--- src/rtl/fp_acc_stream_pkg.sv ---
// Shared types for the fp_acc_stream reduction block: zero word, FSM states and the
// adder lane tag that travels alongside each in-flight addition.
package fp_pkg;

  localparam int unsigned FP_W   = 16;
  localparam int unsigned LANE_W = 4;

  localparam logic [FP_W-1:0] FP_ZERO = '0;

  typedef enum logic [1:0] {
    ACCUM,
    DRAIN,
    COMBINE,
    OUTPUT
  } acc_state_t;

  typedef struct packed {
    logic              valid;
    logic [LANE_W-1:0] lane;
  } lane_tag_t;

endpackage

--- src/rtl/fp_acc_stream_if.sv ---
// Input stream, output stream and external fp_add issue/return signals of fp_acc_stream.
// out_count exists only when FP_ACC_COUNT_EN is defined.
interface fp_acc_stream_if #(
  parameter int unsigned WIDTH = 16
);

  logic             in_valid;
  logic             in_ready;
  logic [WIDTH-1:0] in_data;
  logic             in_last;

  logic             out_valid;
  logic             out_ready;
  logic [WIDTH-1:0] out_data;

  logic             add_valid;
  logic [WIDTH-1:0] add_a;
  logic [WIDTH-1:0] add_b;
  logic             add_result_valid;
  logic [WIDTH-1:0] add_result;

`ifdef FP_ACC_COUNT_EN
  logic [15:0]      out_count;

  modport slave (
    input  in_valid, in_data, in_last, out_ready, add_result_valid, add_result,
    output in_ready, out_valid, out_data, add_valid, add_a, add_b, out_count
  );

  modport master (
    output in_valid, in_data, in_last, out_ready, add_result_valid, add_result,
    input  in_ready, out_valid, out_data, add_valid, add_a, add_b, out_count
  );
`else
  modport slave (
    input  in_valid, in_data, in_last, out_ready, add_result_valid, add_result,
    output in_ready, out_valid, out_data, add_valid, add_a, add_b
  );

  modport master (
    output in_valid, in_data, in_last, out_ready, add_result_valid, add_result,
    input  in_ready, out_valid, out_data, add_valid, add_a, add_b
  );
`endif

endinterface

--- src/rtl/fp_acc_stream_tag_pipe.sv ---
// DEPTH-deep shift register of lane tags that tracks additions in flight in the adder.
// o_empty: nothing left in flight once the tag at the output retires this cycle.
module fp_tag_pipe
  import fp_pkg::*;
#(
  parameter int unsigned DEPTH = 2
) (
  input  logic      clock,
  input  logic      clock_sreset,
  input  lane_tag_t i_tag,
  output lane_tag_t o_tag,
  output logic      o_empty
);

  lane_tag_t r_stage [DEPTH];

  always_ff @(posedge clock or posedge clock_sreset) begin
    if (clock_sreset) begin
      for (int unsigned i = 0; i < DEPTH; i++) r_stage[i] <= '0;
    end else begin
      r_stage[0] <= i_tag;
      for (int unsigned i = 1; i < DEPTH; i++) r_stage[i] <= r_stage[i-1];
    end
  end

  always_comb begin
    o_empty = ~i_tag.valid;
    for (int unsigned i = 0; i + 1 < DEPTH; i++) begin
      if (r_stage[i].valid) o_empty = 1'b0;
    end
  end

  assign o_tag = r_stage[DEPTH-1];

endmodule

--- src/rtl/fp_acc_stream.sv ---
// Packet sum over an external fp_add using ADD_LATENCY interleaved partial-sum lanes.
// Optional FP_ACC_COUNT_EN adds a saturating word count reported with the sum.
module fp_acc_stream
  import fp_pkg::*;
#(
  parameter int unsigned EXP         = 8,
  parameter int unsigned MANT        = 7,
  parameter int unsigned WIDTH       = EXP + MANT + 1,
  parameter int unsigned ADD_LATENCY = 2
) (
  input  logic            clock,
  input  logic            clock_sreset,
  fp_acc_stream_if.slave  bus
);

  acc_state_t       r_state, w_state_nxt;
  logic [WIDTH-1:0] r_psum [ADD_LATENCY];
  logic [WIDTH-1:0] r_acc;
  logic [LANE_W-1:0] r_ptr, r_k, w_ptr_nxt;
  logic             r_wait;

  lane_tag_t        w_tag_in, w_tag_out;
  logic             w_pipe_empty;
  logic             w_in_xfer, w_out_xfer, w_wb, w_bypass;
  logic [WIDTH-1:0] w_psum_ptr, w_psum_k, w_lane0_live;

  logic             w_in_ready, w_out_valid, w_add_valid;
  logic [WIDTH-1:0] w_add_a, w_add_b;

  assign w_in_xfer  = bus.in_valid & (r_state == ACCUM);
  assign w_out_xfer = (r_state == OUTPUT) & bus.out_ready;
  assign w_wb       = bus.add_result_valid & w_tag_out.valid;
  assign w_bypass   = w_wb & (w_tag_out.lane == r_ptr);
  assign w_ptr_nxt  = (r_ptr == LANE_W'(ADD_LATENCY - 1)) ? '0 : r_ptr + LANE_W'(1);

  assign w_tag_in.valid = w_in_xfer;
  assign w_tag_in.lane  = r_ptr;

  fp_tag_pipe #(
    .DEPTH (ADD_LATENCY)
  ) u_tag_pipe (
    .clock        (clock),
    .clock_sreset (clock_sreset),
    .i_tag        (w_tag_in),
    .o_tag        (w_tag_out),
    .o_empty      (w_pipe_empty)
  );

  always_comb begin
    w_psum_ptr = '0;
    w_psum_k   = '0;
    for (int unsigned i = 0; i < ADD_LATENCY; i++) begin
      if (r_ptr == LANE_W'(i)) w_psum_ptr = r_psum[i];
      if (r_k == LANE_W'(i))   w_psum_k   = r_psum[i];
    end
  end

  // Lane 0 may be written back on the very edge DRAIN exits, so forward it into acc.
  assign w_lane0_live = (w_wb && w_tag_out.lane == '0) ? bus.add_result : r_psum[0];

  always_ff @(posedge clock or posedge clock_sreset) begin
    if (clock_sreset) r_state <= ACCUM;
    else              r_state <= w_state_nxt;
  end

  always_comb begin
    w_state_nxt = r_state;
    w_in_ready  = 1'b0;
    w_out_valid = 1'b0;
    w_add_valid = 1'b0;
    w_add_a     = '0;
    w_add_b     = '0;
    case (r_state)
      ACCUM: begin
        w_in_ready = 1'b1;
        if (bus.in_valid) begin
          w_add_valid = 1'b1;
          w_add_a     = bus.in_data;
          w_add_b     = w_bypass ? bus.add_result : w_psum_ptr;
          if (bus.in_last) w_state_nxt = DRAIN;
        end
      end
      DRAIN: begin
        if (w_pipe_empty) w_state_nxt = (ADD_LATENCY == 1) ? OUTPUT : COMBINE;
      end
      COMBINE: begin
        if (!r_wait) begin
          w_add_valid = 1'b1;
          w_add_a     = r_acc;
          w_add_b     = w_psum_k;
        end else if (bus.add_result_valid && r_k == LANE_W'(ADD_LATENCY - 1)) begin
          w_state_nxt = OUTPUT;
        end
      end
      OUTPUT: begin
        w_out_valid = 1'b1;
        if (bus.out_ready) w_state_nxt = ACCUM;
      end
      default: w_state_nxt = ACCUM;
    endcase
  end

  always_ff @(posedge clock or posedge clock_sreset) begin
    if (clock_sreset) begin
      for (int unsigned i = 0; i < ADD_LATENCY; i++) r_psum[i] <= WIDTH'(FP_ZERO);
      r_ptr <= '0;
    end else if (w_out_xfer) begin
      for (int unsigned i = 0; i < ADD_LATENCY; i++) r_psum[i] <= WIDTH'(FP_ZERO);
      r_ptr <= '0;
    end else begin
      if (w_wb) begin
        for (int unsigned i = 0; i < ADD_LATENCY; i++) begin
          if (w_tag_out.lane == LANE_W'(i)) r_psum[i] <= bus.add_result;
        end
      end
      if (w_in_xfer) r_ptr <= w_ptr_nxt;
    end
  end

  always_ff @(posedge clock or posedge clock_sreset) begin
    if (clock_sreset) begin
      r_acc  <= WIDTH'(FP_ZERO);
      r_k    <= '0;
      r_wait <= 1'b0;
    end else begin
      case (r_state)
        DRAIN: begin
          if (w_pipe_empty) begin
            r_acc  <= w_lane0_live;
            r_k    <= LANE_W'(1);
            r_wait <= 1'b0;
          end
        end
        COMBINE: begin
          if (!r_wait) begin
            r_wait <= 1'b1;
          end else if (bus.add_result_valid) begin
            r_acc  <= bus.add_result;
            r_k    <= r_k + LANE_W'(1);
            r_wait <= 1'b0;
          end
        end
        default: ;
      endcase
    end
  end

`ifdef FP_ACC_COUNT_EN
  logic [15:0] r_count;

  always_ff @(posedge clock or posedge clock_sreset) begin
    if (clock_sreset)                     r_count <= '0;
    else if (w_out_xfer)                  r_count <= '0;
    else if (w_in_xfer && r_count != '1)  r_count <= r_count + 16'd1;
  end

  assign bus.out_count = r_count;
`endif

  assign bus.in_ready  = w_in_ready;
  assign bus.out_valid = w_out_valid;
  assign bus.out_data  = r_acc;
  assign bus.add_valid = w_add_valid;
  assign bus.add_a     = w_add_a;
  assign bus.add_b     = w_add_b;

endmodule

--- src/flat_wrapper.sv ---
// flat-port wrapper written by rule: the top's interface ports become plain ports
module fp_acc_stream_flat import fp_pkg::*;
#(
  parameter int unsigned EXP         = 8,
  parameter int unsigned MANT        = 7,
  parameter int unsigned WIDTH       = EXP + MANT + 1,
  parameter int unsigned ADD_LATENCY = 2
)
  (clock, clock_sreset, bus_in_valid, bus_in_data, bus_in_last, bus_out_ready, bus_add_result_valid, bus_add_result, bus_in_ready, bus_out_valid, bus_out_data, bus_add_valid, bus_add_a, bus_add_b);
  fp_acc_stream_if #(.WIDTH(WIDTH)) bus_i ();
  input  logic clock;
  input  logic clock_sreset;
  input wire logic [$bits(bus_i.in_valid)-1:0] bus_in_valid;
  input wire logic [$bits(bus_i.in_data)-1:0] bus_in_data;
  input wire logic [$bits(bus_i.in_last)-1:0] bus_in_last;
  input wire logic [$bits(bus_i.out_ready)-1:0] bus_out_ready;
  input wire logic [$bits(bus_i.add_result_valid)-1:0] bus_add_result_valid;
  input wire logic [$bits(bus_i.add_result)-1:0] bus_add_result;
  output wire logic [$bits(bus_i.in_ready)-1:0] bus_in_ready;
  output wire logic [$bits(bus_i.out_valid)-1:0] bus_out_valid;
  output wire logic [$bits(bus_i.out_data)-1:0] bus_out_data;
  output wire logic [$bits(bus_i.add_valid)-1:0] bus_add_valid;
  output wire logic [$bits(bus_i.add_a)-1:0] bus_add_a;
  output wire logic [$bits(bus_i.add_b)-1:0] bus_add_b;
  assign bus_i.in_valid = bus_in_valid;
  assign bus_i.in_data = bus_in_data;
  assign bus_i.in_last = bus_in_last;
  assign bus_i.out_ready = bus_out_ready;
  assign bus_i.add_result_valid = bus_add_result_valid;
  assign bus_i.add_result = bus_add_result;
  assign bus_in_ready = bus_i.in_ready;
  assign bus_out_valid = bus_i.out_valid;
  assign bus_out_data = bus_i.out_data;
  assign bus_add_valid = bus_i.add_valid;
  assign bus_add_a = bus_i.add_a;
  assign bus_add_b = bus_i.add_b;
  fp_acc_stream #(.EXP(EXP), .MANT(MANT), .WIDTH(WIDTH), .ADD_LATENCY(ADD_LATENCY)) u_core (.clock(clock), .clock_sreset(clock_sreset), .bus(bus_i));
endmodule
--- config.mk ---
export PLATFORM = sky130hd
export DESIGN_NAME = fp_acc_stream_flat
export DESIGN_NICKNAME = d
export VERILOG_FILES = /design/src/rtl/fp_acc_stream_pkg.sv /design/src/rtl/fp_acc_stream_if.sv /design/src/rtl/fp_acc_stream_tag_pipe.sv /design/src/rtl/fp_acc_stream.sv /design/src/flat_wrapper.sv
export SDC_FILE = /design/constraint.sdc
export NUM_CORES = 1
export LEC_CHECK = 0
export CORE_ASPECT_RATIO = 1.5
export CORE_MARGIN = 2
export CORE_UTILIZATION = 46
export DETAILED_ROUTE_END_ITERATION = 8
export MAX_ROUTING_LAYER = met4
export PLACE_DENSITY_LB_ADDON = 0.25
export SYNTH_ARGS = -nofsm -noshare
export SYNTH_HDL_FRONTEND = slang
export SYNTH_HIERARCHICAL = 1
export SYNTH_SLANG_ARGS = --single-unit
--- constraint.sdc ---
create_clock -name clock -period 2.3 [get_ports clock]
set_clock_uncertainty 0.15 [all_clocks]
set_input_delay 0.46 -clock clock [delete_from_list [all_inputs] [get_ports clock]]
set_output_delay 0.46 -clock clock [all_outputs]
set_load 0.03 [all_outputs]
==> run summary <==
number of antenna diodes - 0
Max-Cap Viols - 0
failing checks - setup timing
synth cell count leaders - dfrtp_1 (69), nor2_1 (42), nand2_1 (40)
Power Dens Cells - 1410 nW/um^2
max incr delay on CP - 470 ps
Root Driver - clkbuf_16
number of global-route vias before repair - 3941
NumNets Final - 573
CP top delay family - buffers and inverters
Worst Setup Slack, final - -436 ps
post-synth top area share - 44.3%
sequential fraction of the synthesis area - 44.3%
CTS tree - built
largest net degree at the start of global routing - 37
Final Cell Area - 5970 um^2
placed instance area - 5430 um^2
gpl congestion - 0.872
average size of a mapped cell - 9.72 um^2
Post-synth EDFFs - 0
DRC viols - 0
placement row count - 41
DR vias - 3823
WL/cell - 20.4 um
Post-Synthesis Cells - 401
CP arrival - 2130 ps
buffers and inverters on the worst path - 3
Post-DRT Antenna Nets - 0
Die X - 79.1 um
Initial DRT Pass Iterations - 6
final setup violation count - 19
Min Hold Slack - 198 ps
hold buffers post-CTS - 0
Leak - 2.73 nW
initial antenna violation count - 0
Max Root-Sink Buffers - 2
Required @ worst endpoint - 1690 ps
Port Buffers - 88
period utilization - 119%
worst setup path class - reg2out
Ports - 89
Mapped Nets - 450
CP most frequent cell - buf_6
filler instances - 610
top post-synthesis cells by area - dfrtp_1 (44%), mux2i_1 (8.7%), a21oi_1 (4.5%)
CTS buffer count - 9
worst-margin pin slew - 464 ps
CTS sink count - 69
Main synth FF type - dfrtp_1
VDD IR max - 0.000806 V
ratio of cells with drive above 1 in the final layout - 30.2%
TNS Setup - -5920 ps
RSZ-0062 raised after global routing - yes
first-pass GRT wire length - 20100 um
DP HPWL - 8760 um
GRT Overall Usage - 29.6%
fin crit period - 2740 ps
most frequent cell after synthesis - dfrtp_1
Clock transition at path regs - 50 ps
Via-to-Cell Ratio - 6.01
max_slew headroom - 69.0%
dpl ws - -474 ps
DR iter-0 viols - 455
top cell type by total area after synthesis - dfrtp_1
area of the multi-input gates - 2240 um^2
number of synthesized register bits - 69
Die Height - 117 um
Worst Setup Start Kind - flip-flop
register area - 1730 um^2
Starting Density - 46.9%
DIE AREA - 9240 um^2
Post-Syn Area - 3900 um^2
Yosys cell types - 40
Final Hold Fails - 0
Max FO, Critical Path - 9
final wirelength - 13000 um
Tightest Hold Check Type - reg2reg
fmax - 365 MHz
total core area - 8310 um^2
Yosys warning count - 6
clk_lat worst skew - 330 ps
fin util - 71.8%
crit-path cells - ha_4, nor4b_4, buf_6, a222oi_1, buf_4, o32ai_4, buf_6
CP max-delay cell - dfrtp_2
status - finished, violations left
async set or reset register ratio after synthesis - 100%
max-slew violations - 0
area grow syn2layout - 53.2%
H-tree depth - 3
GRT overflow - 0
Setup crit end kind - output port
[cell families (layout without fill, tap and decap cells)]
group           Yosys count  after routing  share of synthesized area [%]
fa+ha+maj                11             11                           3.53
simple gates            125            125                           15.4
mux                      35             35                           9.02
buf+inv                  47            175                           5.75
flops                    69             69                           44.3
xor+xnor                  8              8                           1.80
compound gates          106            106                           20.2
[area by class of cell]
type                       instances  share of cell area (%)
sequential                        69                    29.0
timing repair buffer             149                    26.0
multi-input combinational        285                    37.5
clock inverter                     1                  0.0838
clock buffer                      15                    4.48
tap                              107                    2.24
inverter                          10                   0.712
[cell usage in the layout, fill, tap and decap left out, types with 5 or more instances in the layout]
master	n
nand3_1	5
a21oi_1	35
dfrtp_1	65
a22o_1	7
a22oi_1	16
ha_1	7
buf_12	16
o32ai_2	14
nor2_1	40
a222oi_1	16
nand2_1	39
buf_6	25
nor3_1	18
a22o_2	7
buf_4	53
clkdlybuf4s50_1	53
clkbuf_16	9
mux2i_1	34
[report_power, final]
| group | leakage, nW | internal, mW | switching [mW] | total (mW) |
|---|---|---|---|---|
| sequential | 0.893 | 1.63 | 0.412 | 2.04 |
| clock | 0.134 | 0.788 | 0.491 | 1.28 |
| combinational | 1.70 | 2.30 | 2.82 | 5.13 |
| total | 2.73 | 4.72 | 3.73 | 8.45 |
[final timing paths]
kind,from,slack (ps),end,cells past startpoint
worst max-delay path,u_core/r_ptr[0],-440,bus_add_b[0],7
worst min-delay path,u_core/u_tag_pipe/r_stage[5],200,u_core/u_tag_pipe/o_tag[0],0
worst max register to register,u_core/r_state[0],190,u_core/r_state[1],9
worst min register to register,u_core/u_tag_pipe/r_stage[5],200,u_core/u_tag_pipe/o_tag[0],0
max in group asynchronous,clock_sreset,1020,u_core/r_ptr[3],3
min in group asynchronous,clock_sreset,390,u_core/u_tag_pipe/r_stage[6],2
[state kept, by name, summed over array words and instances (netlist names)]
name / count
u_core/bus.out_data: 16
u_core/r_k: 4
u_core/r_psum: 32
u_core/r_ptr: 4
u_core/r_state: 2
u_core/r_wait: 1
u_core/u_tag_pipe/o_tag: 5
u_core/u_tag_pipe/r_stage: 5
[routing by layer]
layer  global-route usage [%]  vias to the layer above  routed length, um
met5                        -                        -                  0
met4                     10.2                        0                278
met3                     4.79                       28                761
met2                     52.9                      179               7140
met1                     33.3                     1893               4830
li1                         -                     1723                  -
[metrics by stage]
stage	std cells	power, mW
floorplan	401	4.83
global placement	614	6.56
detailed placement	614	6.70
CTS	636	8.24
global route	636	8.83
finish	636	8.45
[what timing repair did]
action / CTS / global route
resized for setup: 37 / 25
endpoints found under the setup margin: 33 / 33
setup buffers: 4 / 1
gates cloned: 2 / 0
pin swaps: 8 / 7
(Power assumes the default switching activity.)
